==> config.mk <==
export PLATFORM = sky130hd
export DESIGN_NAME = spi_cmd_slave
export DESIGN_NICKNAME = d
export VERILOG_FILES = /design/src/rtl/spi_cmd_slave_pkg.sv /design/src/rtl/spi_cmd_slave_resp_fifo.sv /design/src/rtl/spi_cmd_slave.sv
export SDC_FILE = /design/constraint.sdc
export NUM_CORES = 1
export LEC_CHECK = 0
export CAP_MARGIN = 0
export CORE_MARGIN = 2
export CORE_UTILIZATION = 53
export DETAILED_ROUTE_END_ITERATION = 8
export PLACE_DENSITY = 0.72
export REMOVE_ABC_BUFFERS = 1
export SLEW_MARGIN = 10
export SYNTH_ARGS = -nofsm -noshare
export SYNTH_HDL_FRONTEND = slang
export SYNTH_SLANG_ARGS = --single-unit
==> constraint.sdc <==
create_clock -name clk -period 5.8 [get_ports clk]
set_clock_uncertainty 0.1 [all_clocks]
set_input_delay 0.87 -clock clk [delete_from_list [all_inputs] [get_ports clk]]
set_output_delay 0.87 -clock clk [all_outputs]
set_load 0.01 [all_outputs]
==> src/rtl/spi_cmd_slave_pkg.sv <==
// Shared constants, MISO field offsets and FSM state type for the SPI command bridge.
// SPI_CMD_PARITY_EN lengthens frames by one trailing even-parity bit in both directions.
// No logic; sizes the frame shifters and decodes the NOP/clear-flags command.
package spi_cmd_slave_pkg;

`ifdef SPI_CMD_PARITY_EN
    localparam int SPI_CMD_FRAME_BITS = 33;
`else
    localparam int SPI_CMD_FRAME_BITS = 32;
`endif

    localparam logic [3:0] SPI_CMD_ADDR_NOP      = 4'hF;
    localparam logic [3:0] SPI_CMD_CTRL_CLRFLAGS = 4'h1;

    localparam int SPI_CMD_MISO_VALID = 31;
    localparam int SPI_CMD_MISO_OVF   = 30;
    localparam int SPI_CMD_MISO_PERR  = 29;

    localparam int SPI_CMD_RSP_W = 28;

    typedef enum logic [1:0] {
        IDLE  = 2'd0,
        SHIFT = 2'd1,
        DONE  = 2'd2
    } state_t;

endpackage

==> src/rtl/spi_cmd_slave_resp_fifo.sv <==
// Synchronous FIFO with first-word fall-through head (dout valid whenever !empty).
// Latency: a push is visible at dout the cycle after it is written.
// Backpressure: push while full is ignored unless a pop happens in the same cycle.
module resp_fifo #(
    parameter int WIDTH = 28,
    parameter int DEPTH = 8
) (
    input  logic             clk,
    input  logic             rst,
    input  logic             push,
    input  logic [WIDTH-1:0] din,
    input  logic             pop,
    output logic [WIDTH-1:0] dout,
    output logic             full,
    output logic             empty
);
    localparam int AW = $clog2(DEPTH);

    logic [WIDTH-1:0] mem_q [DEPTH];
    logic [AW:0]      wr_ptr_q, wr_ptr_d;
    logic [AW:0]      rd_ptr_q, rd_ptr_d;
    logic             do_push, do_pop;

    assign empty   = (wr_ptr_q == rd_ptr_q);
    assign full    = (wr_ptr_q[AW] != rd_ptr_q[AW]) && (wr_ptr_q[AW-1:0] == rd_ptr_q[AW-1:0]);
    assign do_pop  = pop & ~empty;
    assign do_push = push & (~full | do_pop);
    assign dout    = mem_q[rd_ptr_q[AW-1:0]];

    always_comb begin
        wr_ptr_d = wr_ptr_q;
        rd_ptr_d = rd_ptr_q;
        if (do_push) wr_ptr_d = wr_ptr_q + {{AW{1'b0}}, 1'b1};
        if (do_pop)  rd_ptr_d = rd_ptr_q + {{AW{1'b0}}, 1'b1};
    end

    always_ff @(posedge clk) begin
        if (rst) begin
            wr_ptr_q <= '0;
            rd_ptr_q <= '0;
        end else begin
            wr_ptr_q <= wr_ptr_d;
            rd_ptr_q <= rd_ptr_d;
        end
    end

    always_ff @(posedge clk) begin
        if (do_push) mem_q[wr_ptr_q[AW-1:0]] <= din;
    end

endmodule

==> src/rtl/spi_cmd_slave.sv <==
// SPI-slave command bridge: host frames become cmd_* strobes, queued rsp_* words return on MISO.
// Latency: pin edges act SYNC_STAGES+1 clk later; cmd_wr and FIFO pop one cycle after the last SCK rise is seen.
// Backpressure: none toward the host; replies hitting a full FIFO are dropped and flagged (SPI_CMD_PARITY_EN adds parity).
module spi_cmd_slave
    import spi_cmd_slave_pkg::*;
#(
    parameter int FIFO_DEPTH  = 8,
    parameter int SYNC_STAGES = 2
) (
    input  logic        clk,
    input  logic        rst,
    input  logic        spi_cs,
    input  logic        spi_clk,
    input  logic        spi_mosi,
    output logic        spi_miso,
    output logic [3:0]  cmd_addr,
    output logic [3:0]  cmd_ctrl,
    output logic [23:0] cmd_data,
    output logic        cmd_wr,
    input  logic [3:0]  rsp_addr,
    input  logic [23:0] rsp_data,
    input  logic        rsp_wr,
    output logic        fifo_ovf
);
    localparam int FB = SPI_CMD_FRAME_BITS;

    // Synchronizers are deliberately not reset so CS level is known while rst is held.
    logic [SYNC_STAGES:0]   cs_sh_q, cs_sh_d, sck_sh_q, sck_sh_d;
    logic [SYNC_STAGES-1:0] mosi_sh_q, mosi_sh_d;

    always_comb begin
        cs_sh_d   = {cs_sh_q[SYNC_STAGES-1:0], spi_cs};
        sck_sh_d  = {sck_sh_q[SYNC_STAGES-1:0], spi_clk};
        mosi_sh_d = {mosi_sh_q[SYNC_STAGES-2:0], spi_mosi};
    end

    always_ff @(posedge clk) begin
        cs_sh_q   <= cs_sh_d;
        sck_sh_q  <= sck_sh_d;
        mosi_sh_q <= mosi_sh_d;
    end

    logic cs_cur, cs_fall, cs_rise, sck_rise, sck_fall, mosi_bit;
    assign cs_cur   = cs_sh_q[SYNC_STAGES-1];
    assign cs_fall  = cs_sh_q[SYNC_STAGES] & ~cs_cur;
    assign cs_rise  = ~cs_sh_q[SYNC_STAGES] & cs_cur;
    assign sck_rise = ~sck_sh_q[SYNC_STAGES] & sck_sh_q[SYNC_STAGES-1];
    assign sck_fall = sck_sh_q[SYNC_STAGES] & ~sck_sh_q[SYNC_STAGES-1];
    assign mosi_bit = mosi_sh_q[SYNC_STAGES-1];

    logic [SPI_CMD_RSP_W-1:0] head;
    logic                     fifo_full, fifo_empty, pop;

    resp_fifo #(
        .WIDTH (SPI_CMD_RSP_W),
        .DEPTH (FIFO_DEPTH)
    ) u_resp_fifo (
        .clk   (clk),
        .rst   (rst),
        .push  (rsp_wr),
        .din   ({rsp_addr, rsp_data}),
        .pop   (pop),
        .dout  (head),
        .full  (fifo_full),
        .empty (fifo_empty)
    );

    state_t      state_q, state_d, rst_state;
    logic [5:0]  bit_cnt_q, bit_cnt_d;
    logic [FB-2:0] rx_q, rx_d, tx_q, tx_d;
    logic        miso_q, miso_d, frame_vld_q, frame_vld_d;
    logic [3:0]  cmd_addr_q, cmd_addr_d, cmd_ctrl_q, cmd_ctrl_d;
    logic [23:0] cmd_data_q, cmd_data_d;
    logic        cmd_wr_q, cmd_wr_d, ovf_q, ovf_d, perr_q, perr_d;

    logic [31:0]   miso_word, frame32;
    logic [FB-1:0] tx_load, rx_next;
    logic          par_ok;

    assign rst_state = cs_cur ? IDLE : DONE;
    assign rx_next   = {rx_q, mosi_bit};
    assign frame32   = rx_next[FB-1 -: 32];

    always_comb begin
        miso_word                     = '0;
        miso_word[SPI_CMD_MISO_VALID] = ~fifo_empty;
        miso_word[SPI_CMD_MISO_OVF]   = ovf_q;
        miso_word[SPI_CMD_MISO_PERR]  = perr_q;
        miso_word[27:0]               = fifo_empty ? '0 : head;
    end

`ifdef SPI_CMD_PARITY_EN
    assign tx_load = {miso_word, ^miso_word};
    assign par_ok  = ~(^rx_next);
`else
    assign tx_load = miso_word;
    assign par_ok  = 1'b1;
`endif

    always_comb begin
        state_d     = state_q;
        bit_cnt_d   = bit_cnt_q;
        rx_d        = rx_q;
        tx_d        = tx_q;
        miso_d      = miso_q;
        frame_vld_d = frame_vld_q;
        cmd_addr_d  = cmd_addr_q;
        cmd_ctrl_d  = cmd_ctrl_q;
        cmd_data_d  = cmd_data_q;
        cmd_wr_d    = 1'b0;
        ovf_d       = ovf_q;
        perr_d      = perr_q;
        pop         = 1'b0;
        case (state_q)
            IDLE: begin
                miso_d = 1'b0;
                if (cs_fall) begin
                    tx_d        = tx_load[FB-2:0];
                    miso_d      = tx_load[FB-1];
                    frame_vld_d = ~fifo_empty;
                    bit_cnt_d   = '0;
                    state_d     = SHIFT;
                end
            end
            SHIFT: begin
                if (cs_rise) begin
                    miso_d  = 1'b0;
                    state_d = IDLE;
                end else begin
                    if (sck_fall) begin
                        miso_d = tx_q[FB-2];
                        tx_d   = {tx_q[FB-3:0], 1'b0};
                    end
                    if (sck_rise) begin
                        rx_d      = rx_next[FB-2:0];
                        bit_cnt_d = bit_cnt_q + 6'd1;
                        if (bit_cnt_q == 6'(FB - 1)) begin
                            state_d = DONE;
                            miso_d  = 1'b0;
                            if (par_ok) begin
                                cmd_addr_d = frame32[31:28];
                                cmd_ctrl_d = frame32[27:24];
                                cmd_data_d = frame32[23:0];
                                cmd_wr_d   = (frame32[31:28] != SPI_CMD_ADDR_NOP);
                                pop        = frame_vld_q;
                                if (frame32[31:28] == SPI_CMD_ADDR_NOP &&
                                    frame32[27:24] == SPI_CMD_CTRL_CLRFLAGS) begin
                                    ovf_d  = 1'b0;
                                    perr_d = 1'b0;
                                end
                            end else begin
                                perr_d = 1'b1;
                            end
                        end
                    end
                end
            end
            DONE: begin
                miso_d = 1'b0;
                if (cs_rise) state_d = IDLE;
            end
            default: state_d = IDLE;
        endcase
        // A drop in the same cycle as a clear-flags command still leaves the flag set.
        if (rsp_wr && fifo_full && !pop) ovf_d = 1'b1;
    end

    always_ff @(posedge clk) begin
        if (rst) begin
            state_q     <= rst_state;
            bit_cnt_q   <= '0;
            rx_q        <= '0;
            tx_q        <= '0;
            miso_q      <= 1'b0;
            frame_vld_q <= 1'b0;
            cmd_addr_q  <= '0;
            cmd_ctrl_q  <= '0;
            cmd_data_q  <= '0;
            cmd_wr_q    <= 1'b0;
            ovf_q       <= 1'b0;
            perr_q      <= 1'b0;
        end else begin
            state_q     <= state_d;
            bit_cnt_q   <= bit_cnt_d;
            rx_q        <= rx_d;
            tx_q        <= tx_d;
            miso_q      <= miso_d;
            frame_vld_q <= frame_vld_d;
            cmd_addr_q  <= cmd_addr_d;
            cmd_ctrl_q  <= cmd_ctrl_d;
            cmd_data_q  <= cmd_data_d;
            cmd_wr_q    <= cmd_wr_d;
            ovf_q       <= ovf_d;
            perr_q      <= perr_d;
        end
    end

    assign spi_miso = miso_q;
    assign cmd_addr = cmd_addr_q;
    assign cmd_ctrl = cmd_ctrl_q;
    assign cmd_data = cmd_data_q;
    assign cmd_wr   = cmd_wr_q;
    assign fifo_ovf = ovf_q;

endmodule

* Word level (Yosys, flattened, before mapping)
Memory sizes are Yosys's and may differ from the RTL's. A register that Yosys moved wholly into a read port is not among the register bits.
Cells that the tools add are included.
** Word-level totals
- Register bits after elaboration :: 122
- RAM bits :: 224
- Bits of input ports :: 34
- Memories kept :: 1
** Memories
- u_resp_fifo.mem_q :: words 8, bits a word 28, read ports 1, clocked after memory_dff 1, wr ports 1, RTL line spi_cmd_slave_resp_fifo.sv:19 : logic [WIDTH-1:0] mem_q [DEPTH];
** Cells by class
- Add/subtract/negate cells :: 3
- Equal/unequal tests :: 18
- Muxes and demuxes :: 37
- Bitwise gates (word level) :: 17
- Reductions and logical operators :: 20
** Operators with widths (number)
- $mux W31 :: 3
- $pmux W31 S2 :: 1
- $mux W28 :: 1
- $mux W6 :: 3
- $mux W1 :: 17
- $reduce_and A4 Y1 :: 4
- $mux W2 :: 7
- $ne A4 B4 Y1 const B :: 3
- $pmux W6 S2 :: 1
- $not A1 Y1 :: 10
- $reduce_bool A2 Y1 :: 5
- $add A4 B1 Y4 const B :: 2
- $ne A2 B2 Y1 const B :: 4
- $add A6 B1 Y6 const B :: 1
- $and A1 B1 Y1 :: 6
- $eq A6 B5 Y1 const B :: 1
- $mux W3 :: 2
- $ne A3 B3 Y1 const B :: 2
- $pmux W2 S3 :: 1
- $reduce_and A5 Y1 :: 1
- $reduce_or A5 Y1 :: 1
- $eq A4 B1 Y1 const B :: 1
- $eq A4 B4 Y1 :: 1
- $eq A4 B4 Y1 const B :: 1
- other kinds (13) :: 16

* Depth between registers and ports, before layout
Gate-level depths: netlist (run 1).
- Depth in word-level cells :: 10
- Depth in mapped cells :: 9
- Depth with buffers taken out :: 7

* Hierarchy
From an unflattened synthesis (run 1), not the netlist that was laid out.
** Unflattened totals
- Cell total of the unflattened synthesis :: 910
- Area total of the unflattened synthesis :: 13571.8 µm²
** Modules (own cells, without submodules)
- resp_fifo :: times used 1, cells each 394, area an instance 9017.4 µm², seq. area each 6946.7 µm²
- spi_cmd_slave :: times used 1, cells each 516, area an instance 4554.4 µm², seq. area each 2302.2 µm²

* Least setup slack after synthesis (run 1)
Ideal clock, no wire load.
- Kind :: flip-flop to flip-flop
- Start point :: register bit_cnt_q[0]
- End point :: memory u_resp_fifo.mem_q[0][0], enable pin
- Setup time :: 484 ps
- Data arrival time :: 4154 ps
- Setup slack :: 1062 ps
- Stages on the path, launching flop included :: 7
- Cell sequence :: dfxtp_1 > ha_1 > nand3_1 > nor3b_4 > a311oi_2 > nand2b_1 > nor4_1
** Between the ends
- Word-level cells in the longest chain between the ends :: 10
** RTL lines
- start, declared :: RTL line spi_cmd_slave.sv:69 : logic [5:0] bit_cnt_q, bit_cnt_d;
- start signal, assigned :: RTL line spi_cmd_slave.sv:184 : bit_cnt_q <= bit_cnt_d;
- $eq A6 B5 Y1 :: RTL line spi_cmd_slave.sv:137 : if (bit_cnt_q == 6'(FB - 1)) begin
- $mux W1 :: RTL line spi_cmd_slave.sv:137
- $mux W1 :: RTL line spi_cmd_slave.sv:134 : if (sck_rise) begin
- $mux W1 :: RTL line spi_cmd_slave.sv:126 : if (cs_rise) begin
- $mux W1 :: RTL line spi_cmd_slave.sv:114 : case (state_q)
- $and A1 B1 Y1 :: RTL line spi_cmd_slave_resp_fifo.sv:26 : assign do_pop = pop & ~empty;
- $or A1 B1 Y1 :: RTL line spi_cmd_slave_resp_fifo.sv:27 : assign do_push = push & (~full | do_pop);
- $and A1 B1 Y1 :: RTL line spi_cmd_slave_resp_fifo.sv:27
- $mux W1 :: RTL line spi_cmd_slave_resp_fifo.sv:48 : if (do_push) mem_q[wr_ptr_q[AW-1:0]] <= din;
- $mux W1 (implied by the code) :: RTL line spi_cmd_slave_resp_fifo.sv:48
- end, declared :: RTL line spi_cmd_slave_resp_fifo.sv:19
No other way between the ends.

* Final worst setup path (run 1)
- Start point :: register state_q[1]
- End point :: memory u_resp_fifo.mem_q[2][6], enable pin
** Between the ends
- Word-level cells in the longest chain between the ends :: 7
** RTL lines
- start, declared :: RTL line spi_cmd_slave.sv:68 : state_t state_q, state_d, rst_state;
- start signal, assigned :: RTL line spi_cmd_slave.sv:170 : state_q <= rst_state;
- start signal, assigned :: RTL line spi_cmd_slave.sv:183 : state_q <= state_d;
- $eq A2 B1 Y1 :: RTL line spi_cmd_slave.sv:114
- $mux W1 :: RTL line spi_cmd_slave.sv:114
- $and A1 B1 Y1 :: RTL line spi_cmd_slave_resp_fifo.sv:26
- $or A1 B1 Y1 :: RTL line spi_cmd_slave_resp_fifo.sv:27
- $and A1 B1 Y1 :: RTL line spi_cmd_slave_resp_fifo.sv:27
- $mux W1 :: RTL line spi_cmd_slave_resp_fifo.sv:48
- $mux W1 (implied by the code) :: RTL line spi_cmd_slave_resp_fifo.sv:48
No other way between the ends.

==> metrics.md, run 1 <==
| Metric | Value |
|---|---|
| Die Area | 26000 sq um |
| Largest net degree at the start of global routing | 89 |
| Resize count post-CTS | 0 |
| Slowest stage delay, CP | 0.76 ns |
| CP Cell Sequence | inv_1, ha_1, and3_1, buf_4, a311oi_2, nand2b_1, nor3_2, buf_4 |
| Wire per inst | around 19 um |
| Synth area leaders | edfxtp_1, dfxtp_1, mux4_2, mux2i_1, nand2_1 |
| Clock-pin slew on the worst setup and hold paths | about 0.060 ns |
| Leak | around 0.0048 uW |
| Max-cap violations | 0 |
| Syn Inst Count | approximately 860 |
| Worst-Skew Late Latency | around 0.52 ns |
| GRT Total Usage | about a fifth |
| P_sw | around 1300 uW |
| Pin slew with the least headroom to its limit | about 1.2 ns |
| Cells after DPL | 1216 |
| Clk buf depth | 3 |
| Vias/cell | approximately 5.7 |
| CP dominant cell by count | buf_4 |
| First-pass DRT Iterations | 5 |
| Post-route ant nets | 0 |
| Number of I/O pins | between 60 and 70 |
| Final min period | between 3 and 4 ns |
| Core Util, Final | between 60% and 70% |
| Critical path launch point type | flip-flop |
| CTS Buf Count | 36 |
| Synthesized area | ~13000 sq um |
| Number of buffers and inverters on the critical path | 3 |
| Power per cell area | ~360 nW/um^2 |
| Setup ws final | ~2.3 ns |
| Register area share after synthesis | a little over two thirds |
| Crit path required time | ~5.9 ns |
| Fin crit share | between 60% and 70% |
| Die Y | around 160 um |
| R2R Setup Slk | around 2.3 ns |
| Max-slew violations | 0 |
| CTS tree | yes |
| Yosys top cell area share | just over 50% |
| Main synth FF type | edfxtp_1 |
| Final-stage net count | 971 |
| Most common cell in the synthesized netlist | edfxtp_1 |
| Htree depth | 2 |
| Reg power frac | between 50 and 60% |
| Synth warn | 0 |
| Vias in the first global route | approximately 7300 |
| Post-Layout Cell Count | 1282 |
| Core ar. | between 20000 and 25000 sq um |
| Place WS | ~2.3 ns |
| Status | finished, final reports clean |
| Cts hold-fix bufs | 0 |
| Synth async-reset ratio | 0% |
| Final setup vio count | 0 |
| GR Overflow Total | 0 |
| Avg Cell Area, Syn | between 15 and 20 sq um |
| RePlAce Congestion | 0.764 |
| Yosys top cell by area | edfxtp_1 |
| Root buffer cell | clkbuf_16 |
| Site Rows | 57 |
| N_diodes | 0 |
| Share of cells above drive strength 1 | 14.8% |
| Max VDD drop | 218 uV |
| Die Wd | between 150 and 200 um |
| Pint | between 4000 and 5000 uW |
| Initial antenna violation count | 0 |
| First-pass GRT wire length | 38.9 mm |
| Cell family with most CP delay | simple AND/OR/NAND/NOR gates |
| Clock power frac | between 40 and 50% |
| Layout area overhead | 16.4% |
| Hold WC Path Type | flip-flop to flip-flop |
| Crit path capture type | flip-flop |
| # fillers | around 1700 |
| CP Max Fanout | 38 |
| Post-DP HPWL | 13.8 mm |
| Setup TNS | 0 ns |
| WS Path Type | flip-flop to flip-flop |
| Logic pwr share | 8.2% |
| Worst path arrival time | roughly 3.6 ns |
| Max frequency | ~280 MHz |
| Drt first-iter violations | slightly above 500 |
| Via count | around 7300 |
| Yosys reg bits | between 300 and 400 |
| Number of flops mapped to enable cells by yosys | between 200 and 250 |
| Sink Count | between 300 and 400 |
| Slowest CP cell | nor3_2 |
| Switching share of power | between 20% and 30% |
| DRC viols | 0 |
| Total routed wirelength | around 24 mm |
| Starting Density | about 54% |
| Headroom to the max-slew limit | between 20% and 30% |
| Final Hold Viols | 0 |
| RSZ-0062 raised after global routing | no |
| Post-CTS Setup Bufs | 0 |
| Yosys cell types | between 40 and 50 |
| IO Port Bufs | 68 |
| Synth top cells by count | edfxtp_1, dfxtp_1, nand2_1 |
## layout by cell type, fill, tap and decap left out, types with 10 or more instances in the layout
cell type	n
a211oi_1	29
a21oi_1	44
a22o_1	29
buf_4	16
clkbuf_1	11
clkbuf_16	37
clkdlybuf4s50_1	67
dfxtp_1	120
edfxtp_1	226
mux2i_1	33
mux4_2	56
nand2_1	75
nand2b_1	10
nand3_1	12
nor2_1	73
nor3_1	30
## metrics by stage
| step | area [sq um] | hold slack (ns) | power (uW) |
|---|---|---|---|
| after detailed placement | 14100 | 0.213 | 3290 |
| final | 15300 | 0.245 | 5440 |
| after floorplan | 12900 | 0.210 | 3130 |
| after global routing | 15300 | 0.255 | 5640 |
| after CTS | 15300 | 0.243 | 5480 |
| after global placement | 14100 | 0.214 | 3280 |
## registers in the layout (all words and copies together), names as in the netlist, named ones only
register,cells
u_resp_fifo.mem_q,224
rx_q,31
tx_q,31
cmd_data,24
bit_cnt_q,6
cmd_addr,4
cmd_ctrl,4
u_resp_fifo.rd_ptr_q,4
u_resp_fifo.wr_ptr_q,4
cs_sh_q,3
sck_sh_q,3
mosi_sh_q,2
state_q,2
cmd_wr,1
fifo_ovf,1
frame_vld_q,1
spi_miso,1
## metal layers
| layer | GRT usage, % | wire [um] | vias to the layer above |
|---|---|---|---|
| met4 | 5.64 | 494 | 0 |
| met5 | 0 | 0 | - |
| met2 | 31.2 | 11800 | 176 |
| met1 | 26.2 | 10800 | 3634 |
| met3 | 3.49 | 1110 | 45 |
| li1 | - | - | 3425 |
## power groups by stage
| stage | registers [uW] | logic [uW] | clock network, uW |
|---|---|---|---|
| 3_5_place_dp | 2850 | 446 | 0 |
| 3_3_place_gp | 2840 | 438 | 0 |
| 2_1_floorplan | 2840 | 288 | 0 |
| 5_1_grt | 2810 | 501 | 2330 |
| 6_report | 2800 | 447 | 2200 |
| 4_1_cts | 2800 | 451 | 2230 |
## worst paths after layout
path                              from                           endpoint  cells past startpoint
setup reg to reg  state_q[1]$_DFFE_PP_  u_resp_fifo.mem_q[2][6]$_DFFE_PP_                      8
hold / removal     sck_sh_q[0]$_DFF_P_                sck_sh_q[1]$_DFF_P_                      0
setup / recovery  state_q[1]$_DFFE_PP_  u_resp_fifo.mem_q[2][6]$_DFFE_PP_                      8
hold reg to reg    sck_sh_q[0]$_DFF_P_                sck_sh_q[1]$_DFF_P_                      0
## worst register-to-register path: stages (launching register included)
cell and delay (ns):
edfxtp_1 0.43, inv_1 0.11, ha_1 0.16, and3_1 0.15, buf_4 0.36, a311oi_2 0.25
nand2b_1 0.39, nor3_2 0.77, buf_4 0.47
## cell type report
class	count	area, sq um	area share, %
Inverter	6	22.5	0.147
Tap cell	324	405	2.65
Timing Repair Buffer	84	796	5.21
Sequential cell	349	9260	60.6
Clock inverter	17	145	0.950
Multi-Input combinational cell	453	3670	24.0
Clock buffer	49	981	6.42
## kinds of logic (layout without fill, tap and decap cells)
| logic type | after synthesis | after routing | share of synthesized area (%) |
|---|---|---|---|
| flip-flops | 349 | 349 | 70.5 |
| XOR/XNOR | 9 | 9 | 0.601 |
| adder cells (fa/ha/maj) | 7 | 7 | 0.667 |
| buffers and inverters | 59 | 156 | 1.99 |
| AO/OA/AOI/OAI | 120 | 120 | 6.26 |
| multiplexers | 91 | 91 | 12.3 |
| AND/OR/NAND/NOR | 226 | 226 | 7.69 |
Power figures use the tool's default switching activity.
==> run 2: changes to the inputs <==
==> constraint.sdc (replaced) <==
create_clock -name clk -period 3.3 [get_ports clk]
set_clock_uncertainty 0.1 [all_clocks]
set_input_delay 0.495 -clock clk [delete_from_list [all_inputs] [get_ports clk]]
set_output_delay 0.495 -clock clk [all_outputs]
set_load 0.01 [all_outputs]
==> run 2 against run 1 <==
Net effect: first-iteration DRC count is 11% higher; sequential share of layout area is 0.46 points lower; clock power is 67% higher; cell area is 0.74% higher; combinational power is 86% higher; utilization is 0.46 points higher.
==> metrics.md, run 2 (synthesis results as in run 1) <==
| Metric | Value |
|---|---|
| WS Path Type | flip-flop to flip-flop (unchanged) |
| Max VDD drop | 402 uV (was 218 uV) |
| Post-DP HPWL | 15.5 mm (was 13.8 mm) |
| Vias/cell | 5.73 (was 5.68) |
| Root buffer cell | clkbuf_16 (unchanged) |
| GR Util met1 | 26.6% (was 26.2%) |
| Power per cell area | 613 nW/um^2 (was 356 nW/um^2) |
| FF/Latch Area | 9260 sq um (about the same) |
| Wire per inst | 19.6 um (was 18.9 um) |
| IO Port Bufs | 68 (unchanged) |
| Final Hold Viols | 0 (unchanged) |
| Core ar. | 24300 sq um (unchanged) |
| CTS tree | yes (unchanged) |
| Max-slew violations | 0 (unchanged) |
| GRT Total Usage | 19.8% (was 19.0%) |
| # fillers | 1749 (was 1735) |
| Htree depth | 2 (unchanged) |
| CTS Buf Count | 35 (was 36) |
| Number of buffers and inverters on the critical path | 2 (was 3) |
| RR Startpoint | state_q[0]$_SDFFCE_PP0P_ (was state_q[1]$_DFFE_PP_) |
| Pin slew with the least headroom to its limit | 1.06 ns (was 1.16 ns) |
| Share of cells above drive strength 1 | 16.3% (was 14.8%) |
| Setup ws final | 0.597 ns (was 2.27 ns) |
| Starting Density | 54.0% (unchanged) |
| Status | finished, final reports clean (unchanged) |
| Drt first-iter violations | 563 (was 505) |
| Site Rows | 57 (unchanged) |
| RePlAce Congestion | 0.769 (was 0.764) |
| Vias in the first global route | 7344 (was 7271) |
| Total routed wirelength | 25.4 mm (was 24.3 mm) |
| Headroom to the max-slew limit | 29.6% (was 22.2%) |
| Core Util, Final | 63.3% (was 62.8%) |
| Met3 Use GR | 3.65% (was 3.49%) |
| Post-route ant nets | 0 (unchanged) |
| DRC viols | 0 (unchanged) |
| Leak | 0.00492 uW (was 0.00483 uW) |
| N_diodes | 0 (unchanged) |
| Max frequency | 370 MHz (was 283 MHz) |
| RSZ-0062 raised after global routing | no (unchanged) |
| Largest net degree at the start of global routing | 67 (was 89) |
| Final setup vio count | 0 (unchanged) |
| Cts hold-fix bufs | 0 (unchanged) |
| Crit path capture type | flip-flop (unchanged) |
| Crit path required time | 3.63 ns (was 5.87 ns) |
| Cell family with most CP delay | compound AO/OA/AOI/OAI gates (was simple AND/OR/NAND/NOR gates) |
| Max-cap violations | 0 (unchanged) |
| Final min period | 2.70 ns (was 3.53 ns) |
| Most frequent cells in the layout | edfxtp_1, dfxtp_1, nand2_1, nor2_1, clkdlybuf4s50_1 (unchanged) |
| CP Cell Sequence | inv_1, ha_1, a21boi_0, o21ai_0, o21ai_2, buf_4, nand3_1, a21oi_1 (was inv_1, ha_1, and3_1, buf_4, a311oi_2, nand2b_1, nor3_2, buf_4) |
| First-pass DRT Iterations | 5 (unchanged) |
| Min-delay src | sck_sh_q[0]$_DFF_P_ (unchanged) |
| Slowest stage delay, CP | 0.83 ns (was 0.76 ns) |
| First-pass GRT wire length | 39.9 mm (was 38.9 mm) |
| Die Wd | 161 um (unchanged) |
| Clock-pin slew on the worst setup and hold paths | 0.06 ns (about the same) |
| Place WS | 0.613 ns (was 2.29 ns) |
| Via count | 7414 (was 7280) |
| Post-CTS Setup Bufs | 0 (unchanged) |
| Die Y | 161 um (unchanged) |
| Critical path launch point type | flip-flop (unchanged) |
| Number of I/O pins | 69 (unchanged) |
| Initial antenna violation count | 0 (unchanged) |
| CP Max Fanout | 19 (was 38) |
| Global Route met2 Usage | 32.9% (was 31.2%) |
| Worst path arrival time | 3.04 ns (was 3.60 ns) |
| Resize count post-CTS | 0 (unchanged) |
| Fin crit share | 81.9% (was 60.8%) |
| Clk buf depth | 3 (unchanged) |
| Die Area | 26000 sq um (unchanged) |
| Max FFs per register | 224 (unchanged) |
| GR Overflow Total | 0 (unchanged) |
| Commonest non-fill, non-tap cell in the layout | edfxtp_1 (unchanged) |
| Final-stage net count | 987 (was 971) |
| Grt peak-use layer | met2 (unchanged) |
| Slowest CP cell | o21ai_2 (was nor3_2) |
| Sink Count | 349 (unchanged) |
| Worst Setup SP | state_q[0]$_SDFFCE_PP0P_ (was state_q[1]$_DFFE_PP_) |
| Area of the multi-input gates | 3670 sq um (unchanged) |
| Hold WC Path Type | flip-flop to flip-flop (unchanged) |
| Layout area overhead | 17.2% (was 16.4%) |
| Worst-Skew Late Latency | 0.51 ns (was 0.52 ns) |
run 2: path summary, 6_finish.rpt:
path	to	slack, ns	cells after the start
setup / recovery	tx_q[28]$_SDFFE_PP0P_	0.60	8
hold / removal	sck_sh_q[1]$_DFF_P_	0.24	0
hold reg to reg	sck_sh_q[1]$_DFF_P_	0.24	0
setup reg to reg	tx_q[28]$_SDFFE_PP0P_	0.60	8
run 2: layout make-up:
type / count / area share (%)
clock buffer: 44 / 6.25
clock inverter: 17 / 0.748
sequential: 349 / 60.2
inverter: 6 / 0.146
tap: 324 / 2.63
multi-input combinational: 453 / 23.8
timing repair buffer: 101 / 6.25
run 2: power breakdown:
group	internal (uW)	switching (uW)	leakage [uW]
Sequential	4830	95.3	0.00306
Combinational	298	533	0.00133
Clock	2140	1540	0.000533
Total	7270	2170	0.00492
run 2: worst register-to-register path: cells and delay by family (launching register included):
family	cells	cell delay (ns)
AOI/OAI and AO/OA	4	1.39
buffers and inverters	2	0.41
DFF	1	0.38
adders and majority gates	1	0.26
and+or+nand+nor	1	0.09
run 2: stage by stage:
| stage | total power (uW) | instances | TNS [ns] | instance area [sq um] | hold slack (ns) |
|---|---|---|---|---|---|
| final | 9440 | 1294 | 0 | 15400 | 0.236 |
| after floorplan | 5490 | 808 | -470.20 | 12900 | 0.210 |
| after detailed placement | 5840 | 1233 | 0 | 14300 | 0.229 |
| after global placement | 5810 | 1233 | 0 | 14300 | 0.213 |
| after global routing | 9810 | 1294 | 0 | 15400 | 0.244 |
| after CTS | 9510 | 1294 | 0 | 15400 | 0.243 |
run 2: layer usage:
| layer | up-vias | part of all wire [%] |
|---|---|---|
| li1 | 3444 | - |
| met1 | 3702 | 43 |
| met2 | 226 | 49 |
| met3 | 42 | 5.7 |
| met4 | 0 | 2.3 |
| met5 | - | 0 |
==> run 3: changes to the inputs <==
==> constraint.sdc (replaced) <==
create_clock -name clk -period 2.5 [get_ports clk]
set_clock_uncertainty 0.1 [all_clocks]
set_input_delay 0.375 -clock clk [delete_from_list [all_inputs] [get_ports clk]]
set_output_delay 0.375 -clock clk [all_outputs]
set_load 0.01 [all_outputs]
==> run 3 against run 2 <==
Net effect: global-route usage about the same; sequential cell count unchanged; worst setup slack got worse by 0.44 ns.
==> metrics.md, run 3 (synthesis results as in run 1) <==
| Metric | Value |
|---|---|
| Status | finished, final reports clean (unchanged) |
| Via count | 7404 (was 7414) |
| Max FFs per register | 224 (unchanged) |
| Clock-pin slew on the worst setup and hold paths | 0.06 ns (about the same) |
| Critical path launch point type | flip-flop (unchanged) |
| Fin crit share | 93.9% (was 81.9%) |
| Worst-Skew Late Latency | 0.52 ns (was 0.51 ns) |
| First-pass GRT wire length | 40.3 mm (was 39.9 mm) |
| Final-stage net count | 1002 (was 987) |
| Leak | 0.00503 uW (was 0.00492 uW) |
| Slowest CP cell | nand2b_2 (was o21ai_2) |
| CP Cell Sequence | ha_1, nand3_1, nor3b_4, a311oi_2, nand2b_2, nor3_2, buf_4 (was inv_1, ha_1, a21boi_0, o21ai_0, o21ai_2, buf_4, nand3_1, a21oi_1) |
| Max-slew violations | 0 (unchanged) |
| Max-cap violations | 0 (unchanged) |
| Commonest non-fill, non-tap cell in the layout | edfxtp_1 (unchanged) |
| Post-route ant nets | 0 (unchanged) |
| CTS Buf Count | 36 (was 35) |
| Headroom to the max-slew limit | 61.7% (was 29.6%) |
| Post-DP HPWL | 15.9 mm (was 15.5 mm) |
| CTS tree | yes (unchanged) |
| RePlAce Congestion | 0.754 (was 0.769) |
| Cts hold-fix bufs | 0 (unchanged) |
| Max frequency | 426 MHz (was 370 MHz) |
| DRC viols | 0 (unchanged) |
| Die Area | 26000 sq um (unchanged) |
| IO Port Bufs | 68 (unchanged) |
| Die Y | 161 um (unchanged) |
| Power per cell area | 805 nW/um^2 (was 613 nW/um^2) |
| WS Path Type | flip-flop to flip-flop (unchanged) |
| Final min period | 2.35 ns (was 2.70 ns) |
| Core ar. | 24300 sq um (unchanged) |
| Largest net degree at the start of global routing | 55 (was 67) |
| First-pass DRT Iterations | 7 (was 5) |
| Pin slew with the least headroom to its limit | 0.572 ns (was 1.06 ns) |
| GRT Total Usage | 19.8% (about the same) |
| Area of the multi-input gates | 3690 sq um (was 3670 sq um) |
| Vias in the first global route | 7415 (was 7344) |
| Met3 Use GR | 3.52% (was 3.65%) |
| Final Hold Viols | 0 (unchanged) |
| Hold WC Path Type | input pin to flip-flop (was flip-flop to flip-flop) |
| Wire per inst | 19.2 um (was 19.6 um) |
| Share of cells above drive strength 1 | 17.6% (was 16.3%) |
| FF/Latch Area | 9260 sq um (unchanged) |
| Vias/cell | 5.65 (was 5.73) |
| Layout area overhead | 19.2% (was 17.2%) |
| Grt peak-use layer | met2 (unchanged) |
| Final setup vio count | 0 (unchanged) |
| Total routed wirelength | 25.1 mm (was 25.4 mm) |
| GR Util met1 | 27.7% (was 26.6%) |
| Htree depth | 2 (unchanged) |
| Crit path capture type | flip-flop (unchanged) |
| Most frequent cells in the layout | edfxtp_1, dfxtp_1, nand2_1, nor2_1, clkdlybuf4s50_1 (unchanged) |
| RSZ-0062 raised after global routing | yes (was no) |
| Clk buf depth | 3 (unchanged) |
| CP Max Fanout | 11 (was 19) |
| Die Wd | 161 um (unchanged) |
| Initial antenna violation count | 0 (unchanged) |
| Core Util, Final | 64.3% (was 63.3%) |
| Root buffer cell | clkbuf_16 (unchanged) |
| Drt first-iter violations | 541 (was 563) |
| Global Route met2 Usage | 32.7% (was 32.9%) |
| Place WS | 0.0471 ns (was 0.613 ns) |
| Starting Density | 54.0% (unchanged) |
| Number of I/O pins | 69 (unchanged) |
| Sink Count | 349 (unchanged) |
| Worst path arrival time | 2.46 ns (was 3.04 ns) |
| # fillers | 1700 (was 1749) |
| N_diodes | 0 (unchanged) |
| Setup ws final | 0.152 ns (was 0.597 ns) |
| Slowest stage delay, CP | 0.34 ns (was 0.83 ns) |
| Crit path required time | 2.61 ns (was 3.63 ns) |
| Site Rows | 57 (unchanged) |
| GR Overflow Total | 0 (unchanged) |
| Max VDD drop | 660 uV (was 402 uV) |
==> run 3: final cells by class <==
cell class                 instances  area share, %
clock inverter                    14          0.784
clock buffer                      49           6.21
tap                              324           2.59
multi-input combinational        453           23.6
timing repair buffer             115           7.53
inverter                           6          0.144
sequential                       349           59.2
==> run 3: final timing paths <==
kind	from	to	slack [ns]	depth (start not counted)
max reg2reg	bit_cnt_q[0]$_SDFFE_PP0P_	u_resp_fifo.mem_q[3][17]$_DFFE_PP_	0.15	7
min reg2reg	mosi_sh_q[0]$_DFF_P_	mosi_sh_q[1]$_DFF_P_	0.23	0
max	bit_cnt_q[0]$_SDFFE_PP0P_	u_resp_fifo.mem_q[3][17]$_DFFE_PP_	0.15	7
min	rst	frame_vld_q$_SDFFE_PP0P_	0.13	2
==> run 3: power by group <==
group / switching, uW / total (uW) / leakage (uW) / internal, uW
clock: 2100 / 4950 / 0.000537 / 2850
combinational: 700 / 1160 / 0.00143 / 458
sequential: 106 / 6480 / 0.00306 / 6380
total: 2910 / 12600 / 0.00503 / 9690
==> run 3: per-stage QoR <==
stage	hold slack, ns	power [uW]	cells	area [sq um]	TNS, ns
4_1_cts	0.127	12700	1310	15600	0
3_3_place_gp	0.234	7720	1247	14500	0
6_report	0.133	12600	1310	15600	0
5_1_grt	0.153	13100	1310	15600	-0.0559
2_1_floorplan	0.210	7250	808	12900	-705.55
3_5_place_dp	0.215	7760	1247	14500	0
==> run 3: metal layers <==
metal / vias up / routed length [um]
met1: 3704 / 11100
met2: 185 / 12300
met4: 0 / 421
met3: 38 / 1320
li1: 3477 / -
met5: - / 0
==> run 3: critical path: cells and delay by family, from the launching register on <==
kind                       cells  cell delay [ns]
buffers and inverters          1             0.27
DFF                            1             0.33
AOI/OAI and AO/OA              1             0.13
adders and majority gates      1             0.18
and+or+nand+nor                4             1.02
==> run 3: timing repair <==
item                                   in CTS  in global routing
setup endpoints to repair                   0                209
gates resized for setup                     0                  4
buffers inserted                            0                  0
endpoints found under the hold margin       0                  0
